<file path="src/rtl/spike_out_aer_packer_if.sv">
// AER packet stream between the spike output packer and its consumer.
// Ports: o_aer_valid/o_aer_data from packer, i_aer_ready from consumer.
interface spike_out_aer_packer_if #(
    parameter int PKT_WIDTH = 31
) ();
    logic                 o_aer_valid;
    logic                 i_aer_ready;
    logic [PKT_WIDTH-1:0] o_aer_data;

    modport master (
        output o_aer_valid,
        output o_aer_data,
        input  i_aer_ready
    );

    modport slave (
        input  o_aer_valid,
        input  o_aer_data,
        output i_aer_ready
    );
endinterface

</file>
<file path="src/rtl/spike_out_aer_packer.sv">
// Timestamps SNN core output spikes, buffers them with per-step markers
// in a FWFT FIFO and streams them out as AER packets.
// Ports: clk, rst (sync, active-high); i_spike_valid/i_spike_addr and
// i_step_done from the core; aer (master) packet stream; o_timestep,
// o_overflow (sticky, cleared by i_clear_overflow), o_fifo_level.
module spike_out_aer_packer #(
    parameter int ADDR_WIDTH = 14,
    parameter int TS_WIDTH   = 16,
    parameter int FIFO_DEPTH = 64,
    localparam int PKT_WIDTH = 1 + TS_WIDTH + ADDR_WIDTH,
    localparam int PTR_W     = $clog2(FIFO_DEPTH),
    localparam int LVL_W     = PTR_W + 1
) (
    input  logic                  clk,
    input  logic                  rst,
    input  logic                  i_spike_valid,
    input  logic [ADDR_WIDTH-1:0] i_spike_addr,
    input  logic                  i_step_done,
    spike_out_aer_packer_if.master aer,
    output logic [TS_WIDTH-1:0]   o_timestep,
    output logic                  o_overflow,
    input  logic                  i_clear_overflow,
    output logic [LVL_W-1:0]      o_fifo_level
);

    logic [PKT_WIDTH-1:0]  mem_q [FIFO_DEPTH];
    logic [PTR_W-1:0]      wr_ptr_q, wr_ptr_d;
    logic [PTR_W-1:0]      rd_ptr_q, rd_ptr_d;
    logic [PTR_W-1:0]      marker_ptr;
    logic [LVL_W-1:0]      level_q, level_d;
    logic [LVL_W-1:0]      free;
    logic [TS_WIDTH-1:0]   ts_q, ts_d;
    logic [ADDR_WIDTH-1:0] cnt_q, cnt_d;
    logic [ADDR_WIDTH-1:0] cnt_step;
    logic                  ovf_q, ovf_d;
    logic                  spike_acc, marker_acc;
    logic                  drop, pop, not_empty;
    logic [PKT_WIDTH-1:0]  spike_pkt, marker_pkt;

    always_comb begin
        // Credit is taken from the start-of-cycle level only; a pop in
        // this cycle does not free space for this cycle's writes.
        free      = LVL_W'(FIFO_DEPTH) - level_q;
        not_empty = (level_q != '0);
        pop       = not_empty && aer.i_aer_ready;

        // One slot is always held back so the step marker survives a
        // spike flood.
        spike_acc  = i_spike_valid && (free >= LVL_W'(2));
        marker_acc = i_step_done &&
                     (spike_acc ? (free >= LVL_W'(2))
                                : (free >= LVL_W'(1)));
        drop = (i_spike_valid && !spike_acc) ||
               (i_step_done && !marker_acc);

        // Saturating count; includes a spike coincident with step_done.
        cnt_step = cnt_q;
        if (i_spike_valid && (cnt_q != '1)) begin
            cnt_step = cnt_q + 1'b1;
        end

        spike_pkt  = {1'b0, ts_q, i_spike_addr};
        marker_pkt = {1'b1, ts_q, cnt_step};
        // Marker lands behind a same-cycle spike.
        marker_ptr = wr_ptr_q + PTR_W'(spike_acc);

        wr_ptr_d = wr_ptr_q + PTR_W'(spike_acc) + PTR_W'(marker_acc);
        rd_ptr_d = rd_ptr_q + PTR_W'(pop);
        level_d  = level_q + LVL_W'(spike_acc) + LVL_W'(marker_acc)
                 - LVL_W'(pop);

        ts_d  = i_step_done ? ts_q + 1'b1 : ts_q;
        cnt_d = i_step_done ? '0 : cnt_step;

        // A drop in the same cycle as a clear keeps the flag set.
        ovf_d = ovf_q;
        if (drop) begin
            ovf_d = 1'b1;
        end else if (i_clear_overflow) begin
            ovf_d = 1'b0;
        end
    end

    always_ff @(posedge clk) begin
        if (rst) begin
            wr_ptr_q <= '0;
            rd_ptr_q <= '0;
            level_q  <= '0;
            ts_q     <= '0;
            cnt_q    <= '0;
            ovf_q    <= 1'b0;
        end else begin
            wr_ptr_q <= wr_ptr_d;
            rd_ptr_q <= rd_ptr_d;
            level_q  <= level_d;
            ts_q     <= ts_d;
            cnt_q    <= cnt_d;
            ovf_q    <= ovf_d;
        end
    end

    // Storage needs no reset: contents are masked while the FIFO is empty.
    always_ff @(posedge clk) begin
        if (!rst) begin
            if (spike_acc) begin
                mem_q[wr_ptr_q] <= spike_pkt;
            end
            if (marker_acc) begin
                mem_q[marker_ptr] <= marker_pkt;
            end
        end
    end

    assign aer.o_aer_valid = not_empty;
    assign aer.o_aer_data  = not_empty ? mem_q[rd_ptr_q] : '0;
    assign o_timestep      = ts_q;
    assign o_overflow      = ovf_q;
    assign o_fifo_level    = level_q;

endmodule

</file>
<file path="src/flat_wrapper.sv">
// flat-port wrapper written by rule: the top's interface ports become plain ports
module spike_out_aer_packer_flat 
#(
    parameter int ADDR_WIDTH = 14,
    parameter int TS_WIDTH   = 16,
    parameter int FIFO_DEPTH = 64,
    localparam int PKT_WIDTH = 1 + TS_WIDTH + ADDR_WIDTH,
    localparam int PTR_W     = $clog2(FIFO_DEPTH),
    localparam int LVL_W     = PTR_W + 1
)
  (clk, rst, i_spike_valid, i_spike_addr, i_step_done, o_timestep, o_overflow, i_clear_overflow, o_fifo_level, aer_o_aer_valid, aer_o_aer_data, aer_i_aer_ready);
  spike_out_aer_packer_if aer_i ();
  input  logic clk;
  input  logic rst;
  input  logic i_spike_valid;
  input  logic [ADDR_WIDTH-1:0] i_spike_addr;
  input  logic i_step_done;
  output logic [TS_WIDTH-1:0] o_timestep;
  output logic o_overflow;
  input  logic i_clear_overflow;
  output logic [LVL_W-1:0] o_fifo_level;
  output wire logic [$bits(aer_i.o_aer_valid)-1:0] aer_o_aer_valid;
  output wire logic [$bits(aer_i.o_aer_data)-1:0] aer_o_aer_data;
  input wire logic [$bits(aer_i.i_aer_ready)-1:0] aer_i_aer_ready;
  assign aer_o_aer_valid = aer_i.o_aer_valid;
  assign aer_o_aer_data = aer_i.o_aer_data;
  assign aer_i.i_aer_ready = aer_i_aer_ready;
  spike_out_aer_packer #(.ADDR_WIDTH(ADDR_WIDTH), .TS_WIDTH(TS_WIDTH), .FIFO_DEPTH(FIFO_DEPTH)) u_core (.clk(clk), .rst(rst), .i_spike_valid(i_spike_valid), .i_spike_addr(i_spike_addr), .i_step_done(i_step_done), .aer(aer_i), .o_timestep(o_timestep), .o_overflow(o_overflow), .i_clear_overflow(i_clear_overflow), .o_fifo_level(o_fifo_level));
endmodule
</file>
<file path="config.mk">
export PLATFORM = sky130hd
export DESIGN_NAME = spike_out_aer_packer_flat
export DESIGN_NICKNAME = d
export VERILOG_FILES = /design/src/rtl/spike_out_aer_packer_if.sv /design/src/rtl/spike_out_aer_packer.sv /design/src/flat_wrapper.sv
export SDC_FILE = /design/constraint.sdc
export NUM_CORES = 2
export LEC_CHECK = 0
export BUFFER_PORTS_ARGS = -buffer_cell sky130_fd_sc_hd__buf_4
export CAP_MARGIN = 20
export CORE_ASPECT_RATIO = 1.1
export CORE_MARGIN = 5
export CORE_UTILIZATION = 60
export DETAILED_ROUTE_END_ITERATION = 8
export PLACE_DENSITY = 0.76
export SYNTH_ARGS = -nofsm -noshare
export SYNTH_HDL_FRONTEND = slang
export SYNTH_SLANG_ARGS = --single-unit
</file>
<file path="constraint.sdc">
create_clock -name clk -period 14.05 [get_ports clk]
set_input_delay 2.1075 -clock clk [delete_from_list [all_inputs] [get_ports clk]]
set_output_delay 2.1075 -clock clk [all_outputs]
set_load 0.02 [all_outputs]
</file>
==> results.json <==
{
  "finalSetupViolCount": 0,
  "drive_gt1_frac": 0.200,
  "dieHeight_um": 450,
  "clock-sinks": 2034,
  "grt_usage": 0.383,
  "hold_slack_ns": 0.461,
  "relSlewSlack": 0.108,
  "synth_top_area_cell": "edfxtp_1",
  "cp.arrival_ns": 6.52,
  "clock_path_buffers": 3,
  "rows": 161,
  "finalCriticalPeriod_ns": 8.63,
  "yosysWarnings": 0,
  "clkLatencyLatePin_ns": 0.90,
  "cts_hold_buf": 0,
  "drc": 0,
  "via_count": 73700,
  "synthMuxAreaShare": 0.202,
  "path_max_fanout": 130,
  "boundaryPins": 76,
  "drt_wl_total_mm": 361,
  "ys.flop_type": "edfxtp_1",
  "synthAdderAreaFrac": 0.00286,
  "cts_tree": "done",
  "finalSetupTns_ns": 0,
  "synthCells": 7545,
  "fmax_mhz": 116,
  "htreeDepth": 4,
  "ys_seq_elements": 2034,
  "wl_per_cell_um": 37.6,
  "fp.dieW_um": 410,
  "ctsRootBufferMaster": "clkbuf_16",
  "fin_nets": 7153,
  "dieArea_um2": 185000,
  "tightest_slew_ns": 1.33,
  "met1_usage": 0.483,
  "p_per_area_nw_per_um2": 129,
  "synth_top_family_by_area": "multiplexers",
  "met3_usage": 0.118,
  "use_met2": 0.566,
  "end_kind": "primary output",
  "syn_avg_cell_area_um2": 14.0,
  "synth_compound_area_frac": 0.102,
  "cts_buffers": 201,
  "cts_setup_buffers": 0,
  "drv_cap": 0,
  "drtAntennaViolNets": 0,
  "portBuffers": 75,
  "grt_pass1_wl_mm": 513,
  "place_congestion": 1.01,
  "ys_seq_area_frac": 0.567,
  "core_um2": 175000,
  "cp_cell_sequence": "buf_12 > buf_4 > mux4_2 > o22ai_1 > a2111oi_0 > nand3_1 > o41ai_1 > buf_4",
  "cts.clk_slew.worst_paths_ns": 0.06,
  "grt-ovfl-total": 0,
  "area_delta_synth_final_pct": 8.53,
  "hold_viol": 0,
  "status": "finished, final reports clean",
  "grt_antenna_before_repair": 28,
  "viasPerCell": 7.69,
  "slowest_delay_ns": 1.01,
  "crit_top_cell": "buf_4",
  "cp_slowest_cell": "a2111oi_0",
  "synth_common_cells": "1920 x edfxtp_1, 988 x mux2i_1, 774 x a21boi_0, 584 x clkbuf_1, 509 x nand3_1",
  "grt_pass1_vias": 71200,
  "synth_top_area_frac": 0.545,
  "drtIter0Drc": 12400,
  "synth_xor_area_frac": 0.00331,
  "fin_worst_skew_ns": 0.0766,
  "top_usage_layer": "met2",
  "slew_violations": 0,
  "crit_required_ns": 11.94,
  "post-route-period-util": 0.614,
  "place_hpwl_mm": 221,
  "irDropWorstVdd_mv": 0.152,
  "rsz0062_at_grt": "no",
  "yosysUniqueCellTypes": 84,
  "synth_nets": 7588,
  "cp-start-kind": "flop",
  "grt_max_degree": 239,
  "path_class": "flop to primary output",
  "hold_class": "flop to flop",
  "yosys.area_share.simple": 0.0782,
  "start_util": 0.603,
  "synthArstFlopShare": 0,
  "synth_area_um2": 106000,
  "synth_area_leaders": "edfxtp_1 55%, mux4_2 11%, mux2i_1 9.4%",
  "synth-edff-count": 1920,
  "post_cts_resized": 0,
  "drt_pass1_iterations": 7,
  "post-synth-top-count-cell": "edfxtp_1",
  "power_leakage_nw": 35.7
}
-- worst paths after layout --
path / end / from / cells after the start / slack [ns]
max: aer_o_aer_data[28] / u_core.rd_ptr_q[2]$_SDFF_PP0_ / 8 / 5.42
min: u_core.mem_q[15][30]$_SDFFE_PP1P_ / u_core.mem_q[15][30]$_SDFFE_PP1P_ / 1 / 0.46
max reg2reg: u_core.mem_q[31][10]$_DFFE_PP_ / u_core.o_fifo_level[2]$_SDFF_PP0_ / 15 / 7.74
min reg2reg: u_core.mem_q[15][30]$_SDFFE_PP1P_ / u_core.mem_q[15][30]$_SDFFE_PP1P_ / 1 / 0.46
-- per-stage QoR --
step	cell area (um2)	setup slack [ns]	cells	utilization	total power, mW
after floorplan	106000	7.75	7545	-	8.31
after detailed placement	108000	6.77	9180	0.615	9.27
after CTS	115000	5.82	9561	0.654	14.8
after global routing	115000	5.41	9573	0.655	15.2
final	115000	5.42	9588	0.655	14.9
after global placement	108000	6.78	9167	0.614	9.23
-- registers in the layout (all words and copies together), names as in the netlist --
register             flops
u_core.o_overflow        1
u_core.rd_ptr_q          6
u_core.mem_q          1984
u_core.o_fifo_level      7
u_core.o_timestep       16
u_core.wr_ptr_q          6
u_core.cnt_q            14
-- layout by cell type, fill, tap and decap left out, types with 23 or more instances in the layout --
cell type / n
nor4_1: 23
a21boi_1: 58
nor2_1: 76
nand2_1: 161
clkbuf_1: 60
o22ai_1: 111
nand3_1: 509
clkinv_1: 26
a21boi_0: 774
a211oi_1: 29
edfxtp_1: 1920
o211ai_4: 59
mux2i_1: 986
buf_4: 371
clkbuf_16: 203
nand4_1: 260
mux4_2: 496
and2_1: 41
mux2_2: 25
or4_1: 227
and3_1: 45
a21bo_2: 61
dfxtp_1: 96
a21oi_1: 208
clkbuf_8: 27
clkinv_2: 29
-- logic make-up after synthesis --
group / Yosys count
buffers and inverters: 1059
AO/OA/AOI/OAI: 1431
XOR/XNOR: 40
AND/OR/NAND/NOR: 1449
multiplexers: 1509
adder cells (fa/ha/maj): 23
flip-flops: 2034
-- area by class of cell --
cell class	count	area, um2
clock inverter	92	1140
tap	2282	2860
sequential	2034	60000
inverter	22	82.6
antenna	18	45.0
multi-input combinational	4452	41900
timing repair buffer	399	3150
fill	12200	60500
clock buffer	289	5660
-- layer usage --
metal | part of all wire | wire (um)
met2 | 0.45 | 161000
met4 | 0.089 | 32100
met3 | 0.14 | 50600
met5 | 0.00057 | 206
met1 | 0.32 | 117000
-- where the power goes --
group	switching, mW	total, mW	internal, mW
Combinational	1.69	2.48	0.784
Clock	2.45	5.62	3.17
Sequential	0.109	6.76	6.65
Total	4.25	14.9	10.6
-- critical path: cells and delay by family, from the launching register on --
family / cells / cell delay, ns
buffers and inverters: 3 / 1.67
muxes: 1 / 0.37
AOI/OAI and AO/OA: 3 / 1.69
and+or+nand+nor: 1 / 0.57
DFF: 1 / 0.93
No activity file was read; power rests on OpenSTA's default activity.
